### src/rtl/prism_trace_pkg.sv
// Shared constants for the PRISM trace FIFO: register offsets, entry layout
// and STATUS/control bit positions.
package prism_trace_pkg;

    localparam logic [5:0] TRC_STATUS = 6'h00;
    localparam logic [5:0] TRC_DATA   = 6'h04;

    localparam int unsigned VALID_BIT = 31;
    localparam int unsigned TS_LSB    = 11;

    localparam int unsigned ST_OVERFLOW  = 31;
    localparam int unsigned ST_DROP_LSB  = 16;
    localparam int unsigned ST_THR_LSB   = 8;
    localparam int unsigned ST_LEVEL_LSB = 4;
    localparam int unsigned ST_FULL      = 1;
    localparam int unsigned ST_EMPTY     = 0;

    localparam int unsigned CTL_CLR_OVF  = 31;
    localparam int unsigned CTL_FLUSH    = 30;

    typedef enum logic [1:0] {
        ACC_WORD = 2'b10,
        ACC_NONE = 2'b11
    } bus_acc_e;

endpackage

### src/rtl/prism_trace_mem.sv
// Flop-array FIFO storage for trace entries: pointers, level, full/empty, flush.
module prism_trace_mem #(
    parameter int DEPTH = 8,
    parameter int WIDTH = 27
) (
    input  logic                       clk,
    input  logic                       rst_n,
    input  logic                       push,
    input  logic                       pop,
    input  logic                       flush,
    input  logic [WIDTH-1:0]           wr_data,
    output logic [WIDTH-1:0]           rd_data,
    output logic [$clog2(DEPTH):0]     level,
    output logic                       full,
    output logic                       empty
);
    localparam int PTR_W = $clog2(DEPTH);
    localparam int LVL_W = PTR_W + 1;

    logic [WIDTH-1:0] mem [DEPTH];
    logic [PTR_W-1:0] wr_ptr;
    logic [PTR_W-1:0] rd_ptr;
    logic [LVL_W-1:0] level_r;
    logic             do_push;
    logic             do_pop;

    assign empty   = (level_r == '0);
    assign full    = (level_r == LVL_W'(DEPTH));
    assign level   = level_r;
    assign rd_data = mem[rd_ptr];

    // When full, a same-cycle pop frees the slot the push writes into.
    assign do_pop  = pop & ~empty;
    assign do_push = push & (~full | do_pop);

    always_ff @(posedge clk or negedge rst_n) begin
        if (!rst_n) begin
            mem     <= '{default: '0};
            wr_ptr  <= '0;
            rd_ptr  <= '0;
            level_r <= '0;
        end else if (flush) begin
            wr_ptr  <= '0;
            rd_ptr  <= '0;
            level_r <= '0;
        end else begin
            if (do_push) begin
                mem[wr_ptr] <= wr_data;
                wr_ptr      <= wr_ptr + 1'b1;
            end
            if (do_pop) begin
                rd_ptr <= rd_ptr + 1'b1;
            end
            case ({do_push, do_pop})
                2'b10:   level_r <= level_r + 1'b1;
                2'b01:   level_r <= level_r - 1'b1;
                default: level_r <= level_r;
            endcase
        end
    end

endmodule

### src/rtl/prism_trace_fifo.sv
// Observer of the PRISM output vector: logs each change with a saturating
// delta timestamp into a FIFO drained over the TinyQV peripheral bus.
module prism_trace_fifo
    import prism_trace_pkg::*;
#(
    parameter int DEPTH      = 8,
    parameter int DATA_WIDTH = 11,
    parameter int TS_WIDTH   = 16
) (
    input  logic                  clk,
    input  logic                  rst_n,
    input  logic                  trace_en,
    input  logic                  trace_halt,
    input  logic [DATA_WIDTH-1:0] trace_data,
    input  logic                  sel,
    input  logic [5:0]            address,
    input  logic [31:0]           data_in,
    input  logic [1:0]            data_write_n,
    input  logic [1:0]            data_read_n,
    output logic [31:0]           data_out,
    output logic                  data_ready,
    output logic                  trace_irq
);
    localparam int LVL_W   = $clog2(DEPTH) + 1;
    localparam int ENTRY_W = TS_WIDTH + DATA_WIDTH;

    logic [DATA_WIDTH-1:0] prev;
    logic [TS_WIDTH-1:0]   ts;
    logic                  en_r;
    logic                  overflow;
    logic [7:0]            drop_cnt;
    logic [3:0]            threshold;
    logic                  irq_r;

    logic [ENTRY_W-1:0]    head;
    logic [LVL_W-1:0]      level;
    logic                  full;
    logic                  empty;

    logic                  wr_status;
    logic                  rd_data_acc;
    logic                  clr_ovf;
    logic                  flush;
    logic                  baseline;
    logic                  capture;
    logic                  pop;
    logic                  drop;
    logic                  unused_data_in;

    assign data_ready = 1'b1;
    assign trace_irq  = irq_r;

    assign wr_status   = sel && (data_write_n == ACC_WORD) && (address == TRC_STATUS);
    assign rd_data_acc = sel && (data_read_n == ACC_WORD) && (address == TRC_DATA);
    assign clr_ovf     = wr_status & data_in[CTL_CLR_OVF];
    assign flush       = wr_status & data_in[CTL_FLUSH];
    assign unused_data_in = ^{data_in[29:12], data_in[7:0]};

    assign baseline = trace_en & ~en_r;
    assign capture  = trace_en & en_r & ~trace_halt & (trace_data != prev);
    assign pop      = rd_data_acc & ~empty;
    // A flushed push is discarded outright, not counted as a drop.
    assign drop     = capture & full & ~pop & ~flush;

    prism_trace_mem #(
        .DEPTH (DEPTH),
        .WIDTH (ENTRY_W)
    ) u_mem (
        .clk     (clk),
        .rst_n   (rst_n),
        .push    (capture),
        .pop     (pop),
        .flush   (flush),
        .wr_data ({ts, trace_data}),
        .rd_data (head),
        .level   (level),
        .full    (full),
        .empty   (empty)
    );

    always_ff @(posedge clk or negedge rst_n) begin
        if (!rst_n) begin
            prev <= '0;
            ts   <= '0;
            en_r <= 1'b0;
        end else begin
            en_r <= trace_en;
            if (baseline) begin
                prev <= trace_data;
                ts   <= '0;
            end else if (capture) begin
                prev <= trace_data;
                ts   <= '0;
            end else if (trace_en) begin
                ts <= (ts == '1) ? ts : ts + 1'b1;
            end
        end
    end

    always_ff @(posedge clk or negedge rst_n) begin
        if (!rst_n) begin
            overflow  <= 1'b0;
            drop_cnt  <= '0;
            threshold <= '0;
            irq_r     <= 1'b0;
        end else begin
            if (wr_status) begin
                threshold <= data_in[ST_THR_LSB +: 4];
            end
            // A drop in the same cycle as a clear restarts the count at one.
            if (drop) begin
                overflow <= 1'b1;
                drop_cnt <= clr_ovf ? 8'd1
                          : ((drop_cnt == 8'hFF) ? drop_cnt : drop_cnt + 8'd1);
            end else if (clr_ovf) begin
                overflow <= 1'b0;
                drop_cnt <= '0;
            end
            irq_r <= overflow | ((threshold != '0) && (32'(level) >= 32'(threshold)));
        end
    end

    always_comb begin
        data_out = '0;
        if (sel) begin
            case (address)
                TRC_STATUS: begin
                    data_out[ST_OVERFLOW]          = overflow;
                    data_out[ST_DROP_LSB +: 8]     = drop_cnt;
                    data_out[ST_THR_LSB +: 4]      = threshold;
                    data_out[ST_LEVEL_LSB +: 4]    = 4'(level);
                    data_out[ST_FULL]              = full;
                    data_out[ST_EMPTY]             = empty;
                end
                TRC_DATA: begin
                    if (!empty) begin
                        data_out[VALID_BIT]          = 1'b1;
                        data_out[TS_LSB +: TS_WIDTH] = head[DATA_WIDTH +: TS_WIDTH];
                        data_out[DATA_WIDTH-1:0]     = head[DATA_WIDTH-1:0];
                    end
                end
                default: data_out = '0;
            endcase
        end
    end

endmodule

### config.mk
export PLATFORM = sky130hd
export DESIGN_NAME = prism_trace_fifo
export DESIGN_NICKNAME = d
export VERILOG_FILES = /design/src/rtl/prism_trace_pkg.sv /design/src/rtl/prism_trace_mem.sv /design/src/rtl/prism_trace_fifo.sv
export SDC_FILE = /design/constraint.sdc
export NUM_CORES = 1
export LEC_CHECK = 0
export CAP_MARGIN = 40
export CORE_ASPECT_RATIO = 1.25
export CORE_MARGIN = 2
export CORE_UTILIZATION = 56
export CTS_BUF_LIST = sky130_fd_sc_hd__clkbuf_4
export CTS_CLUSTER_DIAMETER = 120
export CTS_CLUSTER_SIZE = 12
export DETAILED_ROUTE_END_ITERATION = 10
export DONT_BUFFER_PORTS = 1
export PLACE_DENSITY_LB_ADDON = 0.1
export SYNTH_ARGS = -nofsm -noshare
export SYNTH_HDL_FRONTEND = slang
export SYNTH_SLANG_ARGS = --single-unit
### constraint.sdc
create_clock -name clk -period 3.75 [get_ports clk]
set_input_delay 0.375 -clock clk [delete_from_list [all_inputs] [get_ports clk]]
set_output_delay 0.375 -clock clk [all_outputs]
set_load 0.005 [all_outputs]
==> results.json, run 1 <==
{
  "htree_levels": 1,
  "synth.avg_cell_area_um2": 13.9,
  "dr.pass1.iters": 7,
  "antenna_found_initial": 3,
  "p_leak_nw": 6.19,
  "pwr-share-comb_pct": 19.5,
  "die_x_um": 140,
  "initial_utilization_pct": 56.7,
  "slew_headroom_pct": 41.1,
  "final_common_cell": "dfrtp_1",
  "die_area_um2": 24300,
  "drc": 0,
  "fillCellCount": 1810,
  "clk_latency_ps": 680,
  "p_switching_mw": 1.74,
  "cts_made_buffers": 26,
  "syn_to_final_growth_pct": 5.68,
  "synthArstFlopShare_pct": 100,
  "status": "finished with violations",
  "grtUsageMet2_pct": 41.1,
  "hold_violations": 268,
  "grt-ovfl-total": 0,
  "start_kind": "register",
  "track_usage_pct": 24.1,
  "path_class": "reg -> out",
  "yosys_warnings": 0,
  "top_usage_layer": "met2",
  "cell_internal_pwr_mw": 4.54,
  "peakVddDrop_mv": 0.339,
  "postCtsSetupBuffers": 0,
  "pre_cts_ws_ps": 589,
  "die_h_um": 174,
  "final_max_slew_viol_count": 0,
  "fmax_ghz": 0.299,
  "postCtsResizedCells": 0,
  "route.vias.total": 7679,
  "nNetsFinal": 1004,
  "grt_setup_unrepaired": "no",
  "layout_common_cells": "dfrtp_1 (266), mux2_2 (238), nor2_1 (58)",
  "p_per_area_nw_per_um2": 459,
  "ys.flop_type": "dfrtp_1",
  "fin_ws_ps": 404,
  "register_area_um2": 6710,
  "setup_violations": 0,
  "grt_pass1_wl_mm": 46.1,
  "vias_per_cell": 6.26,
  "dpl.hpwl_mm": 17.8,
  "hold_class": "in -> async",
  "root_buffer": "clkbuf_4",
  "use_met3_pct": 3.55,
  "core_area_um2": 22800,
  "syn-cell-area_um2": 12900,
  "numPortBuffers": 0,
  "synth_cell_types": 56,
  "timing.final.crit_share_pct": 89.2,
  "arrival_ps": 2970,
  "use_met1_pct": 32.8,
  "violations": "hold timing",
  "pwr-share-seq_pct": 60.7,
  "skew_ps": 32.0,
  "pwr-share-clk_pct": 19.8,
  "path_max_fanout": 24,
  "timing.max_cap.violations": 0,
  "endpoint_kind": "output port",
  "swShare_pct": 27.7,
  "multiInputGateArea_um2": 5850,
  "min_period_ps": 3350,
  "required_ps": 3380,
  "ys_seq_area_share_pct": 51.9,
  "clockBufferDepth": 3,
  "holdBufCountCts": 26,
  "wl_mm": 28.7,
  "holdWs_ps": -634,
  "grt_max_degree": 269,
  "clkTransAtPathRegs_ps": 130,
  "synth_enable_flop_cells": 0,
  "routedWlPerCell_um": 23.4,
  "grt_pass1_vias": 8318,
  "final.setup.tns_ps": 0,
  "fp-row-count": 62,
  "clock-sinks": 268,
  "ys_seq_elements": 268,
  "ios": 92,
  "cts_tree": "done",
  "drt_iter0_markers": 472,
  "tightest_slew_ps": 872,
  "regToRegSetupSlack_ps": 840,
  "layout-drive-gt1-share_pct": 38.6,
  "syn_inst": 932,
  "place.gp.congestion": 0.788,
  "ant_nets": 0
}
-- power by group through the flow --
stage	Combinational (mW)	Sequential [mW]	Clock, mW
after floorplan	1.08	3.65	0
after global placement	1.14	3.80	0
after detailed placement	1.20	3.86	0
after CTS	1.23	3.80	1.30
after global routing	1.32	3.88	1.43
final	1.22	3.81	1.24
-- final timing paths --
path,from,endpoint,cells after the start
worst max register to register,u_mem.level[0],u_mem.mem[95],7
worst max-delay path,u_mem.rd_ptr[0],data_out[9],5
max in group asynchronous,rst_n,u_mem.mem[144],0
worst min register to register,u_mem.mem[159],u_mem.mem[159],1
min in group clk,data_write_n[0],threshold[3],3
worst min-delay path,rst_n,threshold[0],0
-- flip-flops by register name (all words and copies together), names as in the netlist, 3 cells and up --
| signal | flops |
|---|---|
| prev | 11 |
| ts | 16 |
| u_mem.level | 4 |
| threshold | 4 |
| drop_cnt | 8 |
| u_mem.mem | 216 |
| u_mem.wr_ptr | 3 |
| u_mem.rd_ptr | 3 |
-- routing by layer --
layer,vias to the layer above,wire (um)
li1,3393,-
met1,4065,12300
met2,174,14600
met3,45,1260
met4,2,589
met5,-,13
-- area by class of cell --
cell class                      instances  area share, %
Timing Repair Buffer                   53           3.57
Clock inverter                          1         0.0641
Tap cell                              288           2.64
Sequential cell                       268           49.1
Inverter                                6          0.165
Multi-Input combinational cell        580           42.8
Clock buffer                           29           1.59
Antenna cell                            2         0.0366
-- Yosys cell counts, types with 3 or more instances --
library cell	instances	area (um^2)
mux2i_1	12	120
xor2_1	27	236
nor3_1	11	55.1
nand4b_1	4	35.0
a21oi_1	10	50.1
nand3_1	15	75.1
nand4_1	10	62.6
and4_1	5	43.8
buf_1	11	41.3
nor2_1	58	218
ha_1	10	125
nor2b_1	3	18.8
a22oi_1	17	128
nand2b_1	5	31.3
nor4_1	6	37.5
xnor2_1	4	35.0
buf_2	14	70.1
and3_1	8	50.1
o21ai_0	6	30.0
mux4_2	54	1220
dfrtp_1	268	6710
buf_6	4	45.0
a21o_1	6	45.0
inv_1	6	22.5
nand2_1	23	86.3
clkbuf_1	47	176
buf_4	5	37.5
mux2_1	8	90.1
mux2_2	238	2680
and2_1	4	25.0
-- worst max-delay path, stage by stage (launching register included) --
cell	delay, ps
dfrtp_4	820
buf_4	330
mux4_2	540
mux2_2	320
a22oi_1	190
nor2_1	80
-- through the flow --
step	hold slack [ps]	instance area, um^2	utilization [%]	total power [mW]	std cells
after floorplan	79.4	12900	-	4.74	935
after global placement	85.9	13200	57.8	4.93	1169
after detailed placement	86.2	13200	57.8	5.06	1169
after CTS	-690	13700	59.9	6.34	1225
after global routing	-700	13700	59.9	6.63	1227
final	-634	13700	59.9	6.28	1227
-- logic make-up after synthesis --
group,after synthesis,share of synthesized area [%]
other cells,2,0.0581
mux,312,31.8
simple gates,167,7.20
xor+xnor,31,2.10
compound gates,54,2.88
fa+ha+maj,11,1.12
flops,268,51.9
buf+inv,87,3.04
Note: power is estimated with default switching activity, not from simulation.
==> inputs of run 2 (changes only) <==
==> constraint.sdc (replaced) <==
create_clock -name clk -period 3.75 [get_ports clk]
set_input_delay 0.375 -clock clk [delete_from_list [all_inputs] [get_ports clk]]
set_output_delay 0.375 -clock clk [all_outputs]
set_load 0.05 [all_outputs]
==> results.json, run 2 (synthesized netlist as in run 1, its figures left out) <==
{
  "status": "finished with violations",
  "violations": "hold timing",
  "peakVddDrop_mv": 0.377,
  "arrival_ps": 3050,
  "stdcell_count": 1249,
  "fp-row-count": 62,
  "top_usage_layer": "met2",
  "syn_to_final_growth_pct": 7.34,
  "pwr-share-seq_pct": 60.6,
  "wl_mm": 28.5,
  "r2r_cells": 7,
  "cp_slowest_cell": "o41ai_1",
  "grt-ovfl-total": 0,
  "swShare_pct": 27.7,
  "placed_cells": 1194,
  "regMostFlops": "u_mem.mem",
  "die_area_um2": 24300,
  "hold_class": "in -> async",
  "start_kind": "register",
  "place.gp.congestion": 0.786,
  "cp.buffers_inverters": 1,
  "fin_ws_ps": 326,
  "dpl.hpwl_mm": 17.5,
  "vias_per_cell": 6.22,
  "regToRegSetupSlack_ps": 870,
  "min_period_ps": 3420,
  "numPortBuffers": 0,
  "critical-path-top-delay-family": "compound AO/OA/AOI/OAI gates",
  "antenna_found_initial": 2,
  "final_common_cell": "dfrtp_1",
  "path_class": "reg -> out",
  "reg2reg_to": "u_mem.mem[79]",
  "postCtsResizedCells": 0,
  "path_max_fanout": 10,
  "grt_pass1_vias": 8419,
  "critPathMaxStageDelay_ps": 870,
  "ios": 92,
  "die_x_um": 140,
  "htree_levels": 1,
  "largest_reg_flops": 216,
  "placed_area_um2": 13400,
  "route.vias.total": 7768,
  "ant_nets": 0,
  "layout-drive-gt1-share_pct": 40.3,
  "timing.final.crit_share_pct": 91.3,
  "required_ps": 3380,
  "hold_violations": 268,
  "grtUsageMet2_pct": 41.3,
  "pwr-share-comb_pct": 19.7,
  "use_met1_pct": 31.8,
  "use_met3_pct": 4.02,
  "core_area_um2": 22800,
  "tightest_slew_ps": 890,
  "clock-sinks": 268,
  "cell_internal_pwr_mw": 4.54,
  "final_util_pct": 60.9,
  "cts_tree": "done",
  "p_per_area_nw_per_um2": 452,
  "holdWs_ps": -644,
  "layout_common_cells": "dfrtp_1 (266), mux2_2 (238), nor2_1 (58)",
  "pwr-share-clk_pct": 19.7,
  "setup_violations": 0,
  "root_buffer": "clkbuf_4",
  "clkTransAtPathRegs_ps": 140,
  "nNetsFinal": 1027,
  "endpoint_kind": "output port",
  "die_h_um": 174,
  "slew_headroom_pct": 39.9,
  "drt_iter0_markers": 429,
  "largestRegisters": "u_mem.mem x216, ts x16, prev x11",
  "grt_max_degree": 269,
  "final_max_slew_viol_count": 0,
  "cts_made_buffers": 26,
  "p_leak_nw": 6.34,
  "grt_pass1_wl_mm": 46.2,
  "pre_cts_ws_ps": 684,
  "cp_cell_sequence": "o41ai_1 > or3_1 > nor2_1 > buf_4",
  "skew_ps": 43.3,
  "dr.pass1.iters": 7,
  "fin_area_um2": 13900,
  "track_usage_pct": 24.0,
  "routedWlPerCell_um": 22.8,
  "final.setup.tns_ps": 0,
  "timing.max_cap.violations": 0,
  "setup.worst_path.start": "u_mem.level[1]",
  "rr_startpoint": "u_mem.level[1]",
  "holdBufCountCts": 24,
  "drc": 0,
  "p_switching_mw": 1.74,
  "initial_utilization_pct": 56.7,
  "grt_setup_unrepaired": "no",
  "power.total_mw": 6.28,
  "fmax_ghz": 0.292,
  "clk_latency_ps": 690,
  "clockBufferDepth": 3
}
==> run 2: what timing repair did <==
item,in CTS,in global routing
setup buffers,0,0
hold endpoints to repair,382,268
setup endpoints to repair,0,0
==> run 2: how the worst max path moves through the flow <==
stage / end / cells after the start
5_1_grt: data_out[17] / 6
3_5_place_dp: u_mem.mem[100] / 7
4_1_cts: data_out[3] / 4
6_report: data_out[3] / 4
2_1_floorplan: data_out[12] / 6
3_3_place_gp: u_mem.mem[105] / 7
==> run 2: routing by layer <==
| metal | share of wire, % | up-vias |
|---|---|---|
| met3 | 4.6 | 50 |
| li1 | - | 3441 |
| met5 | 0.046 | - |
| met1 | 42 | 4095 |
| met2 | 51 | 180 |
| met4 | 2.3 | 2 |
==> run 2: final cells by class <==
type / count / area (um^2)
clock buffer: 29 / 218
clock inverter: 1 / 8.76
tap: 288 / 360
sequential: 268 / 6710
inverter: 6 / 22.5
multi-input combinational: 580 / 5850
timing repair buffer: 76 / 706
fill: 1785 / 8920
antenna: 1 / 2.50
==> run 2: worst reg2reg max path, delay by kind of cell, from the launching register on <==
family                 cells  cell delay (ps)
flip-flops                 1              510
AND/OR/NAND/NOR            3              290
AO/OA/AOI/OAI              2             1040
multiplexers               1              430
buffers and inverters      1              470
==> run 2: power groups by stage <==
stage	Clock (mW)	Combinational, mW	Sequential [mW]
floorplan	0	1.09	3.66
global placement	0	1.16	3.80
detailed placement	0	1.21	3.86
CTS	1.30	1.25	3.80
global route	1.40	1.34	3.87
finish	1.24	1.23	3.81
